`config.mk`:
```
export PLATFORM = sky130hd
export DESIGN_NAME = food_spawner
export DESIGN_NICKNAME = d
export VERILOG_FILES = /design/src/rtl/snake_pkg.sv /design/src/rtl/food_lfsr.sv /design/src/rtl/food_spawner.sv
export SDC_FILE = /design/constraint.sdc
export NUM_CORES = 1
export LEC_CHECK = 0
export ABC_CLOCK_PERIOD_IN_PS = 2250
export BUFFER_PORTS_ARGS = -buffer_cell sky130_fd_sc_hd__buf_2
export CAP_MARGIN = 25
export CORE_ASPECT_RATIO = 2
export CORE_UTILIZATION = 40
export CTS_BUF_LIST = sky130_fd_sc_hd__clkbuf_4 sky130_fd_sc_hd__clkbuf_8
export DETAILED_ROUTE_END_ITERATION = 7
export HOLD_SLACK_MARGIN = 0.06
export PLACE_DENSITY = 0.69
export SLEW_MARGIN = 30
export SYNTH_ARGS = -nofsm -noshare
export SYNTH_HDL_FRONTEND = slang
export SYNTH_SLANG_ARGS = --single-unit
export TNS_END_PERCENT = 30
```
`constraint.sdc`:
```
create_clock -name clk -period 2.25 [get_ports clk]
set_input_delay 0.45 -clock clk [delete_from_list [all_inputs] [get_ports clk]]
set_output_delay 0.45 -clock clk [all_outputs]
set_load 0.02 [all_outputs]
```
`src/rtl/snake_pkg.sv`:
```
// Shared constants and types for the snake game datapath.
package snake_pkg;

  localparam int unsigned GRID_N  = 8;
  localparam int unsigned COORD_W = 3;
  localparam int unsigned CELL_W  = 6;

  // Fibonacci taps q[7]^q[5]^q[4]^q[3]
  localparam logic [7:0] LFSR_TAPS = 8'b1011_1000;

  typedef enum logic [1:0] {
    IDLE,
    CHECK,
    SCAN
  } spawn_state_t;

endpackage

```
`src/rtl/food_lfsr.sv`:
```
// Free-running 8-bit Fibonacci LFSR; advances every cycle out of reset.
module food_lfsr
  import snake_pkg::*;
#(
  parameter logic [7:0] SEED = 8'hA5
) (
  input  logic       clk,
  input  logic       rst_n,
  output logic [7:0] q
);

  logic feedback;

  always_comb feedback = ^(q & LFSR_TAPS);

  always_ff @(posedge clk) begin
    if (!rst_n) q <= SEED;
    else        q <= {q[6:0], feedback};
  end

endmodule

```
`src/rtl/food_spawner.sv`:
```
// Picks a free board cell for new food: random LFSR probes, then a wrapping linear scan.
module food_spawner
  import snake_pkg::*;
#(
  parameter logic [7:0]  SEED      = 8'hA5,
  parameter int unsigned MAX_TRIES = 8
) (
  input  logic               clk,
  input  logic               rst_n,
  input  logic               spawn_req,
  input  logic               collide,
  output logic [COORD_W-1:0] coord_x,
  output logic [COORD_W-1:0] coord_y,
  output logic [COORD_W-1:0] food_x,
  output logic [COORD_W-1:0] food_y,
  output logic               food_valid,
  output logic               busy,
  output logic               board_full
);

  localparam logic [7:0] TRIES_LIMIT = MAX_TRIES[7:0];
  localparam logic [6:0] SCAN_LIMIT  = 7'(GRID_N * GRID_N);

  spawn_state_t      state, state_n;
  logic [7:0]        lfsr_q;
  logic [7:0]        tries, tries_n;
  logic [6:0]        scan_cnt, scan_cnt_n;
  logic [CELL_W-1:0] coord, coord_n;
  logic [CELL_W-1:0] food, food_n;
  logic              food_valid_n, busy_n, board_full_n;
  logic [CELL_W-1:0] candidate;
  logic              lfsr_unused;

  food_lfsr #(.SEED(SEED)) u_lfsr (
    .clk  (clk),
    .rst_n(rst_n),
    .q    (lfsr_q)
  );

  // Cell index is {y, x}, so +1 walks row-major and wraps 63 -> 0
  always_comb candidate   = lfsr_q[CELL_W-1:0];
  always_comb lfsr_unused = ^lfsr_q[7:CELL_W];

  always_comb begin
    state_n      = state;
    tries_n      = tries;
    scan_cnt_n   = scan_cnt;
    coord_n      = coord;
    food_n       = food;
    food_valid_n = food_valid;
    busy_n       = busy;
    board_full_n = 1'b0;
    case (state)
      IDLE: begin
        if (spawn_req) begin
          coord_n      = candidate;
          food_valid_n = 1'b0;
          busy_n       = 1'b1;
          tries_n      = 8'd1;
          state_n      = CHECK;
        end
      end
      CHECK: begin
        if (!collide) begin
          food_n       = coord;
          food_valid_n = 1'b1;
          busy_n       = 1'b0;
          state_n      = IDLE;
        end else if (tries < TRIES_LIMIT) begin
          coord_n = candidate;
          tries_n = tries + 8'd1;
        end else begin
          coord_n    = coord + 6'd1;
          scan_cnt_n = 7'd1;
          state_n    = SCAN;
        end
      end
      SCAN: begin
        if (!collide) begin
          food_n       = coord;
          food_valid_n = 1'b1;
          busy_n       = 1'b0;
          state_n      = IDLE;
        end else if (scan_cnt < SCAN_LIMIT) begin
          coord_n    = coord + 6'd1;
          scan_cnt_n = scan_cnt + 7'd1;
        end else begin
          board_full_n = 1'b1;
          busy_n       = 1'b0;
          state_n      = IDLE;
        end
      end
      default: state_n = IDLE;
    endcase
  end

  always_ff @(posedge clk) begin
    if (!rst_n) begin
      state      <= IDLE;
      tries      <= '0;
      scan_cnt   <= '0;
      coord      <= '0;
      food       <= '0;
      food_valid <= 1'b0;
      busy       <= 1'b0;
      board_full <= 1'b0;
    end else begin
      state      <= state_n;
      tries      <= tries_n;
      scan_cnt   <= scan_cnt_n;
      coord      <= coord_n;
      food       <= food_n;
      food_valid <= food_valid_n;
      busy       <= busy_n;
      board_full <= board_full_n;
    end
  end

  always_comb begin
    coord_x = coord[COORD_W-1:0];
    coord_y = coord[CELL_W-1:COORD_W];
    food_x  = food[COORD_W-1:0];
    food_y  = food[CELL_W-1:COORD_W];
  end

endmodule

```
[Word-level counts from Yosys, hierarchy flattened]
Index checks and enable logic that the tools add are counted.
Word-level totals
  memory bits (read-only): 0
  bits in registers: 40
  memories: 0
  memory bits (writable): 0
  latch bits: 0
  word-level logic and storage cells: 72
  input port bits: 4
  output and inout port bits: 15
Cells by class
  div/mod/pow operators: 0
  magnitude comparators: 2
  add/subtract/negate cells: 3
  bitwise operators: 1
  multiply operators: 0
  mux-type cells: 30
  shifts and indexed selects: 0
  equality and inequality tests: 12
  reduce and logical (&&, ||, !) cells: 15
Operators by type and width (count)
  2-to-1 mux 6 bit: 5
  2-to-1 mux 7 bit: 4
  2-to-1 mux 8 bit: 3
  case mux 6 bit (3 select lines): 1
  != test 2 bit, second input constant: 8
  case mux 8 bit (2 select lines): 1
  case mux 7 bit (2 select lines): 1
  2-to-1 mux 2 bit: 5
  AND reduction 5 bit: 2
  AND reduction 3 bit: 3
  adder 8 x 1 -> 8 bit, second input constant: 1
  < comparator 8 x 4 -> 1 bit, second input constant: 1
  AND reduction 4 bit: 2
  XOR reduction 8 bit: 1
  adder 7 x 1 -> 7 bit, second input constant: 1
  < comparator 7 bit, second input constant: 1
  2-to-1 mux 1 bit: 7
  adder 6 x 1 -> 6 bit, second input constant: 1
  != test 3 bit, second input constant: 2
  case mux 2 bit (3 select lines): 1
  nonzero test 2 bit: 3
  case mux 1 bit (3 select lines): 1
  nonzero test 3 bit: 1
  == test 2 x 1 -> 1 bit, second input constant: 1
  6 further kinds: 6

[Logic depth before layout (Yosys ltp)]
  word-level depth: 4
  gate-level depth with buffers: 7
  gate-level depth less buffers: 6

[Cells and area by module]
Synthesis repeated with hierarchy kept, for this count alone.
Unflattened totals
  cells, all modules: 199
  area, all modules: 1874.3 um^2
By module, submodules not included
  food_spawner: instances 1, seq. area each 640.6 um^2, area an instance 1639.1 um^2, cells each 180
  food_lfsr: instances 1, seq. area each 160.2 um^2, area an instance 235.2 um^2, cells each 19

[Worst setup path after synthesis]
OpenSTA, ideal clock, no wires.
  path type: register to register
  from: register state[0]
  to: register coord[5]
  stages on the path, launching flop included: 7
  setup time: 122 ps
  path slack: 423 ps
  arrival: 1705 ps
  buffers on the path: 0
  data required time: 2128 ps
  period minus slack after synthesis: 1827 ps
  cell sequence: dfxtp_1 -> inv_1 -> ha_1 -> nor2b_1 -> a2111oi_4 -> o21ai_2 -> a311o_1
Between the ends
  longest elaborated chain between the ends: 3
  elaborated cells on any way between the ends: 10
  those cells by class: eq/ne: 6; mux: 1; reduce/logical: 3
RTL lines
  start: declaration: line food_spawner.sv:24  | spawn_state_t state, state_n;
  start signal: assignment: line food_spawner.sv:108  | state <= state_n;
  == test 2 bit (tied with other cells): line food_spawner.sv:53  | case (state)
  != test 2 bit (no source line) / nonzero test 3 bit (equally long branches)
  AND reduction 5 bit (no source line)
  end signal: assignment: line food_spawner.sv:111  | coord <= coord_n;
  end: declaration: line food_spawner.sv:28  | logic [CELL_W-1:0] coord, coord_n;
Several ways; a longest one is shown, not always the timed one.
A chain may end at the register's enable or synchronous reset.

[Worst setup path after layout]
Ends and elaborated chain as after synthesis.

==> impl_metrics.json <==
{
  "drt_pre_antenna_iters": 4,
  "peakVddDrop_uv": 534.0,
  "internal_power_w": 0.001487,
  "ant_nets": 0,
  "fillerInstances": 453,
  "clkLatencyLatePin_ns": 0.29,
  "drv_slew": 0,
  "syn_area_per_cell_sq_um": 9.120,
  "p_switching_w": 0.0009919,
  "ctsResizeCount": 0,
  "setup_tns_ns": 0,
  "seq_area_frac_synth_pct": 41.61,
  "p_comb_share_pct": 43.5,
  "maxCapViolations": 0,
  "syn_inst": 211,
  "p_per_area_nw_per_um2": 1129,
  "setup-violations-final": 0,
  "diodes": 0,
  "grt-ovfl-total": 0,
  "numPortBuffers": 18,
  "cts_max_level": 2,
  "die_w_microns": 51.05,
  "path_max_fanout": 13,
  "p_clk_share_pct": 18.5,
  "syn2layout_area_growth_pct": 14.11,
  "grt_start_max_net_pins": 16,
  "worst_pin_slew_ns": 0.5698,
  "initial_core_util_pct": 41.85,
  "post-cts-setup-buffers": 0,
  "cts_tree": "yes",
  "skew_ns": 0.004880,
  "cp_data_arrival_time_ns": 2.13,
  "grt_use_total_pct": 18.63,
  "clk_pin_slew_ns": 0.08,
  "routabilityCongestion": 0.9100,
  "finalInstanceArea_sq_um": 2196,
  "yosysWarnings": 0,
  "clock_sinks": 40,
  "first_iter_violations": 36,
  "post-route-period-util_pct": 86.38,
  "final_util_pct": 47.76,
  "final_nets": 250,
  "rsz0062_at_grt": "false",
  "via_per_inst": 5.560,
  "cts_buffer_depth": 2,
  "hold_path.class": "flop to flop",
  "syn-num-nets": 223,
  "layout_commonest_cell": "dfxtp_1",
  "place_area_sq_um": 2115,
  "clockRootBuffer": "clkbuf_8",
  "hpwl_microns": 3069,
  "start_kind": "flop",
  "ys.flop_type": "dfxtp_1",
  "switching_share_pct": 40.01,
  "r2r_slack_ns": 0.31,
  "critPathKind": "flop to flop",
  "wl_microns": 4138,
  "coreArea_sq_um": 4598,
  "relSlewSlack_pct": 62.01,
  "rows": 35,
  "cts_hold_buf": 0,
  "crit_required_ns": 2.44,
  "drive_gt1_share_pct": 18.91,
  "async_reset_ff_share_pct": 0,
  "hold_viol": 0,
  "drc": 0,
  "cp-end-kind": "flop",
  "grt_pass1_vias": 1603,
  "num_vias": 1629,
  "synth_area_sq_um": 1924,
  "leakagePower_nw": 0.8966,
  "final_cell_mix": "dfxtp_1, nor2_1, buf_2",
  "fmax_ghz": 0.5145,
  "grt_pass1_wl_microns": 7300,
  "dieHeight_microns": 100.1,
  "ys_types": 51,
  "seqPwrFrac_pct": 37.9,
  "finalCriticalPeriod_ns": 1.943,
  "status": "completed",
  "routedWlPerCell_microns": 14.12,
  "antenna_found_initial": 0,
  "io_pins": 19,
  "synth_edf_count": 0,
  "cts_buffers": 5,
  "synth-seq-cells": 40,
  "die_area_sq_um": 5109
}
synthesized netlist by cell type, types with 5 or more instances:
cell	n	area share [%]
a21oi_1	7	1.8
a32o_1	5	2.6
and3_1	6	2.0
dfxtp_1	40	42
ha_1	8	5.2
inv_1	11	2.1
mux2i_1	7	3.6
nand2_1	14	2.7
nand2b_1	6	2.0
nand3_1	7	1.8
nor2_1	22	4.3
nor3_1	6	1.6
o21ai_0	8	2.1
worst paths after layout:
check / end / cells after the start / start
worst max-delay path: coord[5]$_SDFFE_PN0P_ / 6 / state[0]$_SDFFE_PN0P_
worst min-delay path: u_lfsr.q[7]$_SDFF_PN1_ / 1 / u_lfsr.q[6]$_SDFF_PN0_
worst max register to register: coord[5]$_SDFFE_PN0P_ / 6 / state[0]$_SDFFE_PN0P_
worst min register to register: u_lfsr.q[7]$_SDFF_PN1_ / 1 / u_lfsr.q[6]$_SDFF_PN0_
layer usage:
metal  GRT usage [%]  vias up  part of all wire (%)
li1                -      827                     -
met4           10.26        0                   2.4
met3           2.576        6                   2.6
met1           20.34      771                    41
met5               0        -                     0
met2           33.20       25                    54
state kept, by name, summed over array words and instances, names as in the netlist:
register,cells
board_full,1
busy,1
coord,6
food,6
food_valid,1
scan_cnt,7
state,2
tries,8
u_lfsr.q,8
cell type report:
class | instances | area [sq um] | area share (%)
repair buffers | 27 | 157.7 | 7.179
multi-input cells | 153 | 1046 | 47.64
flip-flops and latches | 40 | 800.8 | 36.47
clock buffers | 5 | 68.82 | 3.134
clock inverters | 2 | 12.51 | 0.5698
well taps | 55 | 68.82 | 3.134
inverters | 11 | 41.29 | 1.880
stage by stage:
step	total power (W)	instances	setup slack, ns	hold slack, ns
finish	0.002479	293	0.3065	0.4120
global route	0.002665	293	0.1572	0.4287
detailed placement	0.002028	286	0.3369	0.3986
CTS	0.002496	293	0.3192	0.4172
global placement	0.002018	286	0.3784	0.3956
floorplan	0.001688	211	0.4233	0.3863
power by group through the flow:
stage,Combinational [W],Sequential [W],Clock (W)
6_report,0.00108,0.000940,0.000460
5_1_grt,0.00120,0.000965,0.000496
4_1_cts,0.00108,0.000942,0.000479
3_5_place_dp,0.00107,0.000960,0
3_3_place_gp,0.00106,0.000956,0
2_1_floorplan,0.000678,0.00101,0
cells by family after synthesis:
family          share of synthesized area, %
xor+xnor                               1.366
simple gates                           22.24
buf+inv                                4.031
fa+ha+maj                              5.202
mux                                    3.641
flops                                  41.61
compound gates                         21.91
critical path, cell delays in order, from the launching register on:
cell and delay (ns):
dfxtp_1 0.38, inv_1 0.10, ha_1 0.37, nor3_1 0.26
a21o_1 0.30, o21ai_2 0.09, a311o_1 0.34
Power figures use the tool's default switching activity.
